[src/rtl/ckegen_pkg.sv]
// ckegen_pkg: shared defaults and helpers for the multi-channel clock-enable generator
package ckegen_pkg;
  localparam int CNT_W_DEF = 26;
  function automatic logic [31:0] eff_div(input logic [31:0] d);
    return (d < 32'd1) ? 32'd1 : d;
  endfunction
  function automatic int sel_w(input int nch);
    return (nch > 1) ? $clog2(nch) : 1;
  endfunction
endpackage

[src/rtl/ckegen_ch.sv]
// ckegen_ch: one enable channel with programmable divisor, pulse and toggle outputs
module ckegen_ch
  import ckegen_pkg::*;
#(
  parameter int          CNT_W       = CNT_W_DEF,
  parameter int unsigned DEFAULT_DIV = 50000000
) (
  input  logic             clk,
  input  logic             rst,
  input  logic             en_i,
  input  logic             clr_i,
  input  logic             wr_i,
  input  logic [CNT_W-1:0] wr_data_i,
  output logic             gen_o,
  output logic             tgl_o
);
  logic [CNT_W-1:0] div_q, cnt_q, div_eff;
  logic             gen_q, tgl_q, wrap;
  assign div_eff = CNT_W'(eff_div(32'(div_q)));
  assign wrap    = cnt_q == div_eff - CNT_W'(1);
  assign gen_o   = gen_q;
  assign tgl_o   = tgl_q;
  // A stored 0 is kept as written; only the compare uses the effective divisor
  always_ff @(posedge clk) begin
    if (rst) begin
      div_q <= CNT_W'(DEFAULT_DIV);
      cnt_q <= '0;
      gen_q <= 1'b0;
      tgl_q <= 1'b0;
    end else begin
      if (wr_i) div_q <= wr_data_i;
      if (clr_i) begin
        cnt_q <= '0;
        gen_q <= 1'b0;
        tgl_q <= 1'b0;
      end else if (wr_i) begin
        cnt_q <= '0;
        gen_q <= 1'b0;
      end else if (en_i) begin
        cnt_q <= wrap ? '0 : cnt_q + CNT_W'(1);
        gen_q <= wrap;
        tgl_q <= tgl_q ^ wrap;
      end else begin
        gen_q <= 1'b0;
      end
    end
  end
endmodule

[src/rtl/ckegen_multi.sv]
// ckegen_multi: NCH independent clock-enable channels with shared sync and divisor write port
module ckegen_multi
  import ckegen_pkg::*;
#(
  parameter int          NCH         = 4,
  parameter int          CNT_W       = CNT_W_DEF,
  parameter int unsigned DEFAULT_DIV = 50000000,
  localparam int         SEL_W       = sel_w(NCH)
) (
  input  logic             clk,
  input  logic             rst,
  input  logic [NCH-1:0]   en,
  input  logic             sync,
  input  logic             div_we,
  input  logic [SEL_W-1:0] div_sel,
  input  logic [CNT_W-1:0] div_data,
  output logic [NCH-1:0]   gen,
  output logic [NCH-1:0]   tgl
);
  if (NCH < 1 || NCH > 16) begin : g_bad_nch
    $error("ckegen_multi: NCH must be 1..16");
  end
  if (64'(DEFAULT_DIV) >= (64'd1 << CNT_W)) begin : g_bad_div
    $error("ckegen_multi: DEFAULT_DIV does not fit in CNT_W bits");
  end
  for (genvar i = 0; i < NCH; i++) begin : g_ch
    ckegen_ch #(.CNT_W(CNT_W), .DEFAULT_DIV(DEFAULT_DIV)) u_ch (
      .clk       (clk),
      .rst       (rst),
      .en_i      (en[i]),
      .clr_i     (sync),
      .wr_i      (div_we && div_sel == SEL_W'(i)),
      .wr_data_i (div_data),
      .gen_o     (gen[i]),
      .tgl_o     (tgl[i])
    );
  end
endmodule

[config.mk]
export PLATFORM = sky130hd
export DESIGN_NAME = ckegen_multi
export DESIGN_NICKNAME = d
export VERILOG_FILES = /design/src/rtl/ckegen_pkg.sv /design/src/rtl/ckegen_ch.sv /design/src/rtl/ckegen_multi.sv
export SDC_FILE = /design/constraint.sdc
export NUM_CORES = 1
export LEC_CHECK = 0
export ABC_AREA = 1
export CORE_ASPECT_RATIO = 1.5
export CORE_UTILIZATION = 53
export DETAILED_ROUTE_END_ITERATION = 16
export HOLD_SLACK_MARGIN = 0.03
export PLACE_DENSITY = 0.7
export SYNTH_ARGS = -nofsm -noshare
export SYNTH_HDL_FRONTEND = slang
export SYNTH_SLANG_ARGS = --single-unit
[constraint.sdc]
create_clock -name clk -period 3.75 [get_ports clk]
set_input_delay 0.5625 -clock clk [delete_from_list [all_inputs] [get_ports clk]]
set_output_delay 0.5625 -clock clk [all_outputs]
set_load 0.02 [all_outputs]
-- Word-level counts from Yosys, hierarchy flattened
Index checks and enable logic that the tools add are counted.
- register bits after elaboration: 216
- input bits: 36
- add/sub/neg operators: 8
- order comparisons: 4
- eq/ne operators: 7
- muxes and demuxes: 8
- bitwise gates (word level): 12
- reductions and logical operators: 18
- operators by type and width (operator ; count):
    26-bit 2-to-1 mux ; 8
    26-bit by 1-bit adder with 26-bit output, second input constant ; 4
    26-bit == test ; 4
    26-bit by 1-bit less-than comparator with 1-bit output, second input constant ; 4
    26-bit by 1-bit subtractor with 26-bit output, second input constant ; 4
    4-bit OR reduction ; 4
    3-bit OR reduction ; 4
    1-bit NOT ; 8
    2-bit AND reduction ; 4
    2-bit == test, second input constant ; 2
    1-bit logical AND ; 4
    1-bit XOR ; 4
    2-bit by 1-bit == test with 1-bit output, second input constant ; 1
    2-bit logical NOT ; 1
    2-bit OR reduction ; 1

-- Logic depth before layout (Yosys ltp)
- word-level depth: 5
- depth in mapped cells: 25

-- Hierarchy
A second synthesis with hierarchy kept.
- cells, all modules: 2020
- area, all modules: 13382.8 µm²
- modules (own cells, without submodules) (module ; times used ; cells each ; area each (µm²) ; sequential area each (µm²)):
    ckegen_ch ; 4 ; 503 ; 3338.2 ; 1081.0
    ckegen_multi ; 1 ; 8 ; 30.0 ; 0.0

-- Worst setup path after synthesis
OpenSTA, ideal clock, no wires.
- path type: reg-to-reg
- start: register g_ch[2].u_ch.div_q[12]
- end: register g_ch[2].u_ch.cnt_q[14]
- library setup time: 117 ps
- data arrival time: 2755 ps
- setup slack: 878 ps
- stages on the path, launching flop included: 23
- path buffers: 1
- period minus slack after synthesis: 2872 ps
- cell sequence: dfxtp_1 > nor2_1 > nand2_1 > nor2_1 > nand2_1 > nor3_2 > nor2_2 > ha_1 > nand2_1 > nor2_4 > nor3b_2 > nand2_1 > xor2_1 > nand2_1 > nand2_1 > nand3b_1 > nor2_1 > nand2_1 > nor2_2 > nand2_2 > nand2_4 > buf_6 > nor2_1
- longest elaborated chain between the ends: 5
- RTL lines (what ; line ; RTL):
    from (decl) ; ckegen_ch.sv:17 ; logic [CNT_W-1:0] div_q, cnt_q, div_eff;
    from (signal assigned) ; ckegen_ch.sv:26 ; div_q <= CNT_W'(DEFAULT_DIV);
    from (signal assigned) ; ckegen_ch.sv:31 ; if (wr_i) div_q <= wr_data_i;
    26-bit by 1-bit less-than comparator with 1-bit output ; ckegen_pkg.sv:5 ; return (d < 32'd1) ? 32'd1 : d;
    26-bit 2-to-1 mux (*) ; ckegen_pkg.sv:5 ;
    26-bit by 1-bit subtractor with 26-bit output (*) ; ckegen_ch.sv:20 ; assign wrap = cnt_q == div_eff - CNT_W'(1);
    26-bit == test (*) ; ckegen_ch.sv:20 ;
    26-bit 2-to-1 mux (*) ; ckegen_ch.sv:40 ; cnt_q <= wrap ? '0 : cnt_q + CNT_W'(1);
    to (signal assigned) ; ckegen_ch.sv:40 ;
    to (decl) ; ckegen_ch.sv:17 ;
Mark *: on every way between the ends. The rest lies on a longest branch, timed or not.
A chain may end at the register's enable or synchronous reset.

-- Worst setup path in the final report
- start: register g_ch[3].u_ch.div_q[17]
- end: register g_ch[3].u_ch.cnt_q[4]
- longest elaborated chain between the ends: 5
- RTL lines (what ; line):
    from (decl) ; ckegen_ch.sv:17
    from (signal assigned) ; ckegen_ch.sv:26
    from (signal assigned) ; ckegen_ch.sv:31
    26-bit by 1-bit less-than comparator with 1-bit output ; ckegen_pkg.sv:5
    26-bit 2-to-1 mux (*) ; ckegen_pkg.sv:5
    26-bit by 1-bit subtractor with 26-bit output (*) ; ckegen_ch.sv:20
    26-bit == test (*) ; ckegen_ch.sv:20
    26-bit 2-to-1 mux (*) ; ckegen_ch.sv:40
    to (signal assigned) ; ckegen_ch.sv:40
    to (decl) ; ckegen_ch.sv:17
Marks and branches as above.

==> results by group <==
Pwr
  • Net Sw Frac: 0.288
  • Sequential Power Share: 0.442
  • Total power: 5.50 mW
  • Clk pwr share: 0.423
  • Combinational Power Share: 0.136
  • Cell Pwr Density: approximately 350 nW/um2
  • Leak: between 6 and 7 nW
  • Int Pwr: around 4 mW
  • NetSw: 1.58 mW
  • Peak VDD IR: 0.368 mV

STA
  • Slew margin rel.: 0.418
  • Final min period: around 3400 ps
  • Fin. max-slew vios: 0
  • Final setup fails: 0
  • Clock Skew: 15.9 ps
  • Fin crit share: 0.918
  • FMAX: 0.290 GHz
  • Final setup TNS: 0 ps
  • Final Hold Viols: 0
  • RSZ-0062 raised after global routing: false
  • Worst-margin pin slew: 872 ps
  • Setup ws final: 307 ps

Floorplan
  • Starting Density: 0.544
  • Core Region: 25,900 um2
  • Rows: just over 70
  • Die Footprint: 27,300 um2
  • Die Wd: 135 um
  • Die H: 202 um
  • I/O pin total: 44

Yosys
  • Seq cells post-synth: 216
  • Async S/R FF share, synth: 0
  • Syn Area/Cell: 6.41 um2
  • Syn nets: between 2,000 and 2,500
  • Yosys warnings: 0
  • Post-synth EDFFs: 0
  • Register area share after synthesis: 0.307
  • Netlist Area Pre-Place: 14,100 um2
  • Top-count cell post-synth: nand2_1
  • Mapped Cells: ~2,200
  • Post-synth cell types: 50
  • Synth cell count leaders: nand2_1, nor2_1, inv_1, dfxtp_1, nand3_1
  • Top cell type's share of synthesized area: 0.307
  • Main synth FF type: dfxtp_1
  • Area leader, netlist: dfxtp_1
  • Synth area leaders: dfxtp_1, nand2_1, nor2_1

Global route
  • Met3 Usage GRT: 0.0273
  • GR peak layer: met2
  • Initial antenna violation count: 0
  • GRT Overall Usage: 0.302
  • Met1 Use GR: 0.348
  • Vias in the first global route: between 10,000 and 15,000
  • Met2 usage: 0.538
  • Gr ovfl total: 0
  • Largest net degree at the start of global routing: 54
  • First-pass GRT wire length: 65,000 um

Critical path
  • Arrival time worst endpoint: 3870 ps
  • Worst Path Max Fanout: 14
  • Buf+Inv Stages, Crit Path: 3
  • Crit path largest cell delay: 510 ps
  • Worst r2r path cells: 20
  • Cell family with most CP delay: simple AND/OR/NAND/NOR gates
  • WP depth: 20
  • CP endpoint kind: flip-flop
  • Crit path launch type: flip-flop
  • R2R setup slack: between 300 and 400 ps
  • Crit path required time: 4180 ps
  • Slowest cell on the critical path: dfxtp_1
  • Critical path, cell by cell: nor2_4, nand2_2, nor2_2, nand2_2, nor2_4, nor2_4, ha_1, nand3_2, nor2_2, inv_2, nor2_2, xor2_1, a21boi_1, nand3_1, nor2_1, nand3_2, o21ai_4, buf_12, buf_4, nor3_1
  • Critical R2R Launch: g_ch[3].u_ch.div_q[17]$_SDFFE_PP1P_
  • Critical path type: reg -> reg
  • Reg-to-Reg End: g_ch[3].u_ch.cnt_q[4]$_SDFFE_PP0P_

Placed design
  • Gpl congestion: approximately 0.97
  • DP Wirelength: 32,100 um
  • Port Buf Inserts: between 40 and 50
  • Setup WS pre-CTS: 88.1 ps
  • Placed cells: 2,544

Finish
  • Fillers: between 2,000 and 3,000
  • Layout area overhead: 11.1%
  • Final nets: 2,285
  • Number of antenna cells inserted: 0
  • Final design utilization: 0.604
  • Layout cells sized above 1: 0.0717
  • Final Instance Count excl. Fillers: 2,591

Outcome
  • Status: finished, final reports clean

Clock tree
  • Total clock sinks: 216
  • CTS max path bufs: 3
  • Clock latency on the worst-skew pair: about 550 ps
  • CTS clk-pin slew, worst paths: 70 ps
  • CTS tree: built
  • # H-tree levels: 1
  • Num CTS Buffers: 23
  • CTS root buffer: clkbuf_16

Min path
  • Hold Path End: g_ch[2].u_ch.cnt_q[24]$_SDFFE_PP0P_
  • HP Start: g_ch[2].u_ch.cnt_q[24]$_SDFFE_PP0P_
  • Hold Path Stages: 2
  • Hold/Removal Path Class: reg -> reg

Detailed routing
  • Final wirelength: 40,700 um
  • Pre-Repair DR Iteration Count: 5
  • Wirelength per Cell: between 15 and 20 um
  • Iteration-0 DRC Markers: 820
  • Vias/cell: 5.25
  • Post-route ant nets: 0
  • Vias: approximately 14,000
  • DRC violations left: 0

Run
  • Max_cap viols: 0
==> sequential cells by signal, indices dropped and copies added (netlist names) <==
| name | cells |
|---|---|
| g_ch.u_ch.cnt_q | 104 |
| g_ch.u_ch.div_q | 104 |
| g_ch.u_ch.tgl_o | 4 |
| g_ch.u_ch.gen_o | 4 |
==> worst min-delay path, cell delays in order (launching register included) <==
cell	delay [ps]
dfxtp_1	330
nand2_1	70
a21oi_1	50
==> power by group through the flow <==
stage	combinational [mW]	clock, mW	sequential, mW
floorplan	0.519	0	2.46
global placement	0.730	0	2.48
detailed placement	0.732	0	2.48
CTS	0.736	2.37	2.43
global route	0.830	2.44	2.44
finish	0.746	2.32	2.43
==> cell families after synthesis <==
kind of cell | count (synthesis) | share of synthesized area
xor gates and xnor gates | 197 | 0.122
and+or+nand+nor | 1234 | 0.388
DFF | 216 | 0.307
buffers and inverters | 340 | 0.0966
AOI/OAI and AO/OA | 204 | 0.0791
adders and majority gates | 8 | 0.00710
==> worst max-delay path by stage <==
stage / startpoint / to / slack, ps
after floorplan: g_ch[2].u_ch.div_q[12]$_SDFFE_PP1P_ / g_ch[2].u_ch.cnt_q[14]$_SDFFE_PP0P_ / 880
after global placement: g_ch[3].u_ch.div_q[17]$_SDFFE_PP1P_ / g_ch[3].u_ch.cnt_q[4]$_SDFFE_PP0P_ / 80
after detailed placement: g_ch[3].u_ch.div_q[17]$_SDFFE_PP1P_ / g_ch[3].u_ch.cnt_q[4]$_SDFFE_PP0P_ / 90
after CTS: g_ch[3].u_ch.div_q[17]$_SDFFE_PP1P_ / g_ch[3].u_ch.cnt_q[4]$_SDFFE_PP0P_ / 50
after global routing: g_ch[2].u_ch.div_q[10]$_SDFFE_PP0P_ / g_ch[2].u_ch.cnt_q[23]$_SDFFE_PP0P_ / 5
final: g_ch[3].u_ch.div_q[17]$_SDFFE_PP1P_ / g_ch[3].u_ch.cnt_q[4]$_SDFFE_PP0P_ / 310
==> what timing repair did <==
action                                  CTS  global route
gates resized for setup                   0             5
endpoints found under the setup margin    0            44
hold buffers                              0             0
buffers inserted                          0             5
==> stage by stage <==
step	cell area [um2]	hold WS [ps]
floorplan	14100	455
global placement	14800	492
detailed placement	14800	496
CTS	15600	504
global route	15700	533
finish	15700	500
==> cell usage in the layout (no fill, tap or decap), types with 4 or more instances in the layout <==
master and instances:
clkinv_2 7, nor3_1 37, buf_4 25, a21oi_1 81, nor2_4 12, nand3b_1 18, nand2_2 7, inv_1 271
dfxtp_1 216, nor4_1 19, nor2_2 30, nand3_2 5, inv_6 4, xor2_1 139, inv_2 16, xnor2_1 58
clkbuf_16 23, nor2_1 359, o21ai_0 87, o211ai_1 16, ha_1 8, or2_2 11, nand2_1 503, clkdlybuf4s50_1 43
nand4_1 61, nand3_1 149
==> routing by layer <==
metal / share of wire / vias to the layer above
met2: 0.49 / 282
met1: 0.42 / 6135
met3: 0.037 / 124
met5: 0 / -
li1: - / 7063
met4: 0.057 / 0
==> layout make-up <==
class / count / area, um2 / area share
multi-input combinational: 1643 / 8440 / 0.539
sequential: 216 / 4320 / 0.276
inverter: 287 / 1080 / 0.0688
timing repair buffer: 70 / 658 / 0.0420
clock buffer: 25 / 593 / 0.0379
tap: 333 / 417 / 0.0266
clock inverter: 17 / 161 / 0.0103
Power figures use the tool's default switching activity.
==> RTL change 1, RTL diff (same settings) <==
The parameter `NCH` goes from 4 to 2.
--- a/src/rtl/ckegen_multi.sv
+++ b/src/rtl/ckegen_multi.sv
@@ -4,3 +4,3 @@
 #(
-  parameter int          NCH         = 4,
+  parameter int          NCH         = 2,
   parameter int          CNT_W       = CNT_W_DEF,
Ports: changed (resized div_sel, en, gen and tgl); port bits go from 44 to 37. The function was not compared with the original's and may differ.
==> RTL change 1 against the unedited design <==
  * Via count shrank 53%
  * Total power shrank 52%
  * Count of clock-buffer cells in the layout shrank 16
  * Design area shrank 52%
  * Global-route usage shrank 2.0 points
  * Sequential share of layout area grew 0.94 points
  * Sequential cell count shrank 108
  * Synthesized area shrank 52%
  * Routed wire length shrank 56%
  * Critical endpoint is now g_ch[0].u_ch.cnt_q[10]$_SDFFE_PP0P_
  * Largest power group unchanged
  * Setup slack gained 0.14 ns
==> RTL change 1: results (changes against the unedited design) <==
cts:
  root_buffer: "clkbuf_16"
  clk_latency_ns: 0.35  # -0.20 ns
  path_clk_slew_ns: 0.08
  numCtsBuffers: 9  # -61%
  htreeDepth: 3  # +2
  clockBufferDepth: 2  # -1
  cts-resized-gates: 0  # unchanged
sta:
  hold_viol_final: 0  # unchanged
  fin_skew_ns: 0.0115  # -0.00433 ns
  worst_slew_pin_slew_ns: 0.903  # +0.0308 ns
  holdWs_ns: 0.506  # +0.00603 ns
  post-route-min-period_ns: 3.30  # -0.139 ns
critical_path:
  cp.arrival_ns: 3.53  # -0.34 ns
  cp_slowest_stage_delay_ns: 0.48  # -0.03 ns
  cp_max_fo: 25  # +11
  slowest_stage: "dfxtp_1"
detailed_routing:
  drt_pass1_iterations: 5  # unchanged
  via_count: 6330  # -53%
  drc: 0  # unchanged
  drt_iter0_drc: 245  # -70%
  wl_per_cell_um: 14.9  # -5.4%
  routed_wl_mm: 17.9  # -56%
power_and_ir_drop:
  combPwrFrac_pct: 14.6  # +1.0 points
  power_leakage_nw: 3.02  # -55%
  seqPwrFrac_pct: 46.9  # +2.7 points
  internal_power_mw: 1.87  # -52%
  peakVddDrop_mv: 0.301  # -18%
  p_per_area_mw_per_mm2: 347  # -1.3%
placement:
  place_ws_ns: 0.443  # +0.355 ns
  io_buffers: 36  # -16%
  dpl.hpwl_mm: 14.3  # -55%
  placed_cell_area_mm2: 0.00726  # -51%
  placed_cells: 1186  # -53%
  place.gp.congestion: 0.943  # -3.3%
status:
  status: "completed"
synthesis:
  syn_inst: 1012  # -54%
  synth-compound-area-share_pct: 7.18  # -0.73 points
  synth_area_leaders: "dfxtp_1 (32%), nand2_1 (12%), nor2_1 (8.4%)"
  synthAdderAreaFrac_pct: 0.738  # +0.028 points
  synth.distinct_cells: 42  # -16%
  synthTopCellsByCount: "nand2_1 (212), nor2_1 (152), inv_1 (120)"
  muxShareOfSynthArea_pct: 0  # unchanged
  yosys_warnings: 0  # unchanged
  synthXorXnorAreaFrac_pct: 12.5  # +0.30 points
  ys_seq_area_share_pct: 31.9  # +1.2 points
global_routing:
  grt_max_degree: 34  # -37%
  grt_pass1_vias: 6203  # -53%
  grt_antenna_before_repair: 0  # unchanged
  grt_pass1_wl_mm: 28.6  # -56%
  track_usage_pct: 28.2  # -2.0 points
cells_and_area:
  drive_above_1_share_pct: 8.41  # +1.2 points
  reg_top3: "g_ch.u_ch.cnt_q (52), g_ch.u_ch.div_q (52)"
  nets: 1078  # -53%
  diodes: 0  # unchanged
  fillers: 1237  # -53%
min_path:
  hold_class: "reg -> reg"
-- RTL change 1: changes by cell type in the layout (fill, tap and decap cells not counted), sizes merged, moves of 20 or more --
cell and change:
nand2 -296, xor2 -81, o21ai -49, nand4 -23
dfxtp -108, nor2 -208, buf -20, nand3 -85
a21oi -56, inv -164
-- RTL change 1: cell type report --
type	count	area, um2	area share (%)
multi-input combinational	753	4020	53.0
tap	156	195	2.58
inverter	126	473	6.24
sequential	108	2160	28.5
clock inverter	7	92.6	1.22
clock buffer	9	225	2.97
timing repair buffer	43	413	5.45
-- RTL change 1: final timing paths --
| kind | startpoint | to | depth (start not counted) |
|---|---|---|---|
| setup / recovery | g_ch[0].u_ch.div_q[2]$_SDFFE_PP0P_ | g_ch[0].u_ch.cnt_q[10]$_SDFFE_PP0P_ | 20 |
| hold reg to reg | g_ch[0].u_ch.div_q[10]$_SDFFE_PP0P_ | g_ch[0].u_ch.div_q[10]$_SDFFE_PP0P_ | 2 |
| hold / removal | g_ch[0].u_ch.div_q[10]$_SDFFE_PP0P_ | g_ch[0].u_ch.div_q[10]$_SDFFE_PP0P_ | 2 |
| setup reg to reg | g_ch[0].u_ch.div_q[2]$_SDFFE_PP0P_ | g_ch[0].u_ch.cnt_q[10]$_SDFFE_PP0P_ | 20 |
-- RTL change 1: critical path: cells and delay by family, from the launching register on --
kind	cells	cell delay [ns]
xor gates and xnor gates	1	0.14
adders and majority gates	1	0.26
buffers and inverters	2	0.41
AOI/OAI and AO/OA	1	0.13
DFF	1	0.48
and+or+nand+nor	15	1.75
-- RTL change 1: layer usage --
layer  wire [um]  track usage (%)
met1        7050             29.2
met2        9310             51.6
met3         357             3.20
met4        1140             19.2
met5           0                0
==> RTL change 2, RTL diff (same settings) <==
Without the edit above. Register the output `gen`; this adds one clock of latency there. The other outputs are not delayed to match.
--- a/src/rtl/ckegen_multi.sv
+++ b/src/rtl/ckegen_multi.sv
@@ -19,2 +19,4 @@
 );
+
+  logic [NCH-1:0] gen_d;
   if (NCH < 1 || NCH > 16) begin : g_bad_nch
@@ -33,3 +35,3 @@
       .wr_data_i (div_data),
-      .gen_o     (gen[i]),
+      .gen_o     (gen_d[i]),
       .tgl_o     (tgl[i])
@@ -37,2 +39,6 @@
   end
+  always_ff @(posedge clk) begin
+      gen <= gen_d;
+  end
+
 endmodule
Behaviour: not the same (Yosys sat finds a counterexample within 4 cycles, from zero or initial values and one cycle with rst high).
==> RTL change 2 against the unedited design <==
  * Global-route usage is 2.7 points higher
  * Critical path depth rose by 1
  * Synthesized area about the same
  * Total power up 4.0%
  * Setup slack got worse by 0.0044 ns
  * Design area is 0.11% higher
  * Non-clock buffer count decreased by 2
  * Sequential cell count is 4 higher
  * Core utilization grew 0.068 points
  * First-iteration DRC count increased by 13%
  * Routed wire length rose by 9.1%
  * Critical path type unchanged
  * Largest cell class unchanged
  * Largest power group is now clock
  * Highest routed layer unchanged
==> RTL change 2: results (changes against the unedited design) <==
placement:
  placed_cell_area_mm2: 0.0148  # unchanged
  io_buffers: 43  # unchanged
  place_ws_ns: 0.310  # +0.222 ns
  place.gp.congestion: 0.978  # +0.42%
  dpl.hpwl_mm: 34.8  # +8.3%
global_routing:
  grt_max_degree: 33  # -39%
  grt_pass1_wl_mm: 69.8  # +7.4%
  grt_antenna_before_repair: 0  # unchanged
  grt_pass1_vias: 13500  # +1.9%
  track_usage_pct: 32.8  # +2.7 points
min_path:
  hold_class: "reg -> reg"
cells_and_area:
  drive_above_1_share_pct: 7.05  # -0.12 points
  layout.cells.non_filler: 2545  # -1.8%
  diodes: 0  # unchanged
cts:
  clockBufferDepth: 3  # unchanged
  clk_latency_ns: 0.54
  numCtsBuffers: 24  # +4.3%
  path_clk_slew_ns: 0.06
  post_cts_buffers: 0  # unchanged
  root_buffer: "clkbuf_16"
  htreeDepth: 1  # unchanged
synthesis:
  synth-compound-area-share_pct: 8.02  # +0.11 points
  synth_area_leaders: "dfxtp_1 (31%), nand2_1 (13%), nor2_1 (8.8%)"
  synthTopCellsByCount: "nand2_1 (484), nor2_1 (330), inv_1 (260)"
  syn_inst: 2162  # -1.7%
  muxShareOfSynthArea_pct: 0  # unchanged
  synthAdderAreaFrac_pct: 0.709  # about the same
  syn_nets: 2206  # -1.6%
  synthArstFlopShare_pct: 0  # unchanged
  ys_seq_area_share_pct: 31.2  # +0.54 points
  synthXorXnorAreaFrac_pct: 12.5  # +0.27 points
power_and_ir_drop:
  p_per_area_mw_per_mm2: 365  # +3.9%
  power_leakage_nw: 6.47  # -3.8%
  peakVddDrop_mv: 0.392  # +6.7%
sta:
  fin_skew_ns: 0.0149  # -0.000977 ns
  worst_slew_pin_slew_ns: 0.859  # -0.0128 ns
  post-route-min-period_ns: 3.45  # +0.00435 ns
  setup_viol: 0  # unchanged
status:
  status: "completed"
detailed_routing:
  drt-vias-per-instance: 5.49  # +4.5%
  drt_iter0_drc: 926  # +13%
  routed_wl_mm: 44.4  # +9.1%
  drt_pass1_iterations: 7  # +2
critical_path:
  regToRegEndpoint: "g_ch[0].u_ch.cnt_q[0]$_SDFFE_PP0P_"
  path_class: "reg -> reg"
  reg2reg_depth: 21  # +5.0%
  cp_slowest_stage_delay_ns: 0.38  # -0.13 ns
  slowest_stage: "dfxtp_1"
  r2r_start: "g_ch[0].u_ch.div_q[14]$_SDFFE_PP1P_"
  cp.arrival_ns: 3.87  # about the same
  cp_top_family: "simple AND/OR/NAND/NOR gates"
  cp_max_fo: 13  # -1
-- RTL change 2: cell count changes in the layout (fill, tap and decap cells not counted), moves of 8 or more --
cell      before  now
nor2_1       359  330
nand2_1      503  484
inv_2         16    8
inv_1        271  259
nand4_1       61   72
o211ai_1      16   25
nor4_1        19   11
nor2_2        30   46
nand3_1      149  139
-- RTL change 2: worst min-delay path by stage --
stage                                        from        endpoint  slack [ns]  cells after the start
floorplan           g_ch[0].u_ch.gen_o$_SDFF_PP0_  gen[0]$_DFF_P_        0.31                      0
global placement    g_ch[1].u_ch.gen_o$_SDFF_PP0_  gen[1]$_DFF_P_        0.31                      0
detailed placement  g_ch[1].u_ch.gen_o$_SDFF_PP0_  gen[1]$_DFF_P_        0.31                      0
CTS                 g_ch[0].u_ch.gen_o$_SDFF_PP0_  gen[0]$_DFF_P_        0.33                      0
global route        g_ch[0].u_ch.gen_o$_SDFF_PP0_  gen[0]$_DFF_P_        0.33                      0
finish              g_ch[0].u_ch.gen_o$_SDFF_PP0_  gen[0]$_DFF_P_        0.32                      0
-- RTL change 2: kinds of logic (layout without fill, tap and decap cells) --
family,Yosys count,in the layout
AOI/OAI and AO/OA,206,206
xor gates and xnor gates,199,199
adders and majority gates,8,8
buffers and inverters,327,377
DFF,220,220
and+or+nand+nor,1202,1202
-- RTL change 2: final cells by class --
class | instances | area (um2)
Clock buffer | 38 | 754
Clock inverter | 3 | 65.1
Fill cell | 2526 | 10300
Inverter | 268 | 1010
Multi-Input combinational cell | 1615 | 8410
Sequential cell | 220 | 4400
Tap cell | 333 | 417
Timing Repair Buffer | 68 | 631
-- RTL change 2: per-stage QoR --
| step | hold slack, ns | total power, mW |
|---|---|---|
| after floorplan | 0.310 | 3.01 |
| after global placement | 0.311 | 3.26 |
| after detailed placement | 0.313 | 3.26 |
| after CTS | 0.326 | 5.75 |
| after global routing | 0.335 | 5.94 |
| final | 0.324 | 5.72 |
-- RTL change 2: power by group --
part           internal, mW  switching [mW]  total, mW
sequential             2.40          0.0702       2.47
clock                  1.50           0.988       2.49
combinational         0.255           0.508      0.762
-- RTL change 2: metal layers --
| metal | wire length [um] | vias up | GRT usage (%) |
|---|---|---|---|
| met3 | 1830 | 135 | 3.44 |
| met4 | 2530 | 0 | 16.7 |
| met2 | 22000 | 391 | 59.3 |
| met5 | 0 | - | 0 |
| li1 | - | 6968 | - |
| met1 | 18100 | 6470 | 37.6 |
-- RTL change 2: repair_timing --
action,in CTS,in global routing
setup endpoints to repair,0,30
resized for setup,0,4
endpoints found under the hold margin,0,0
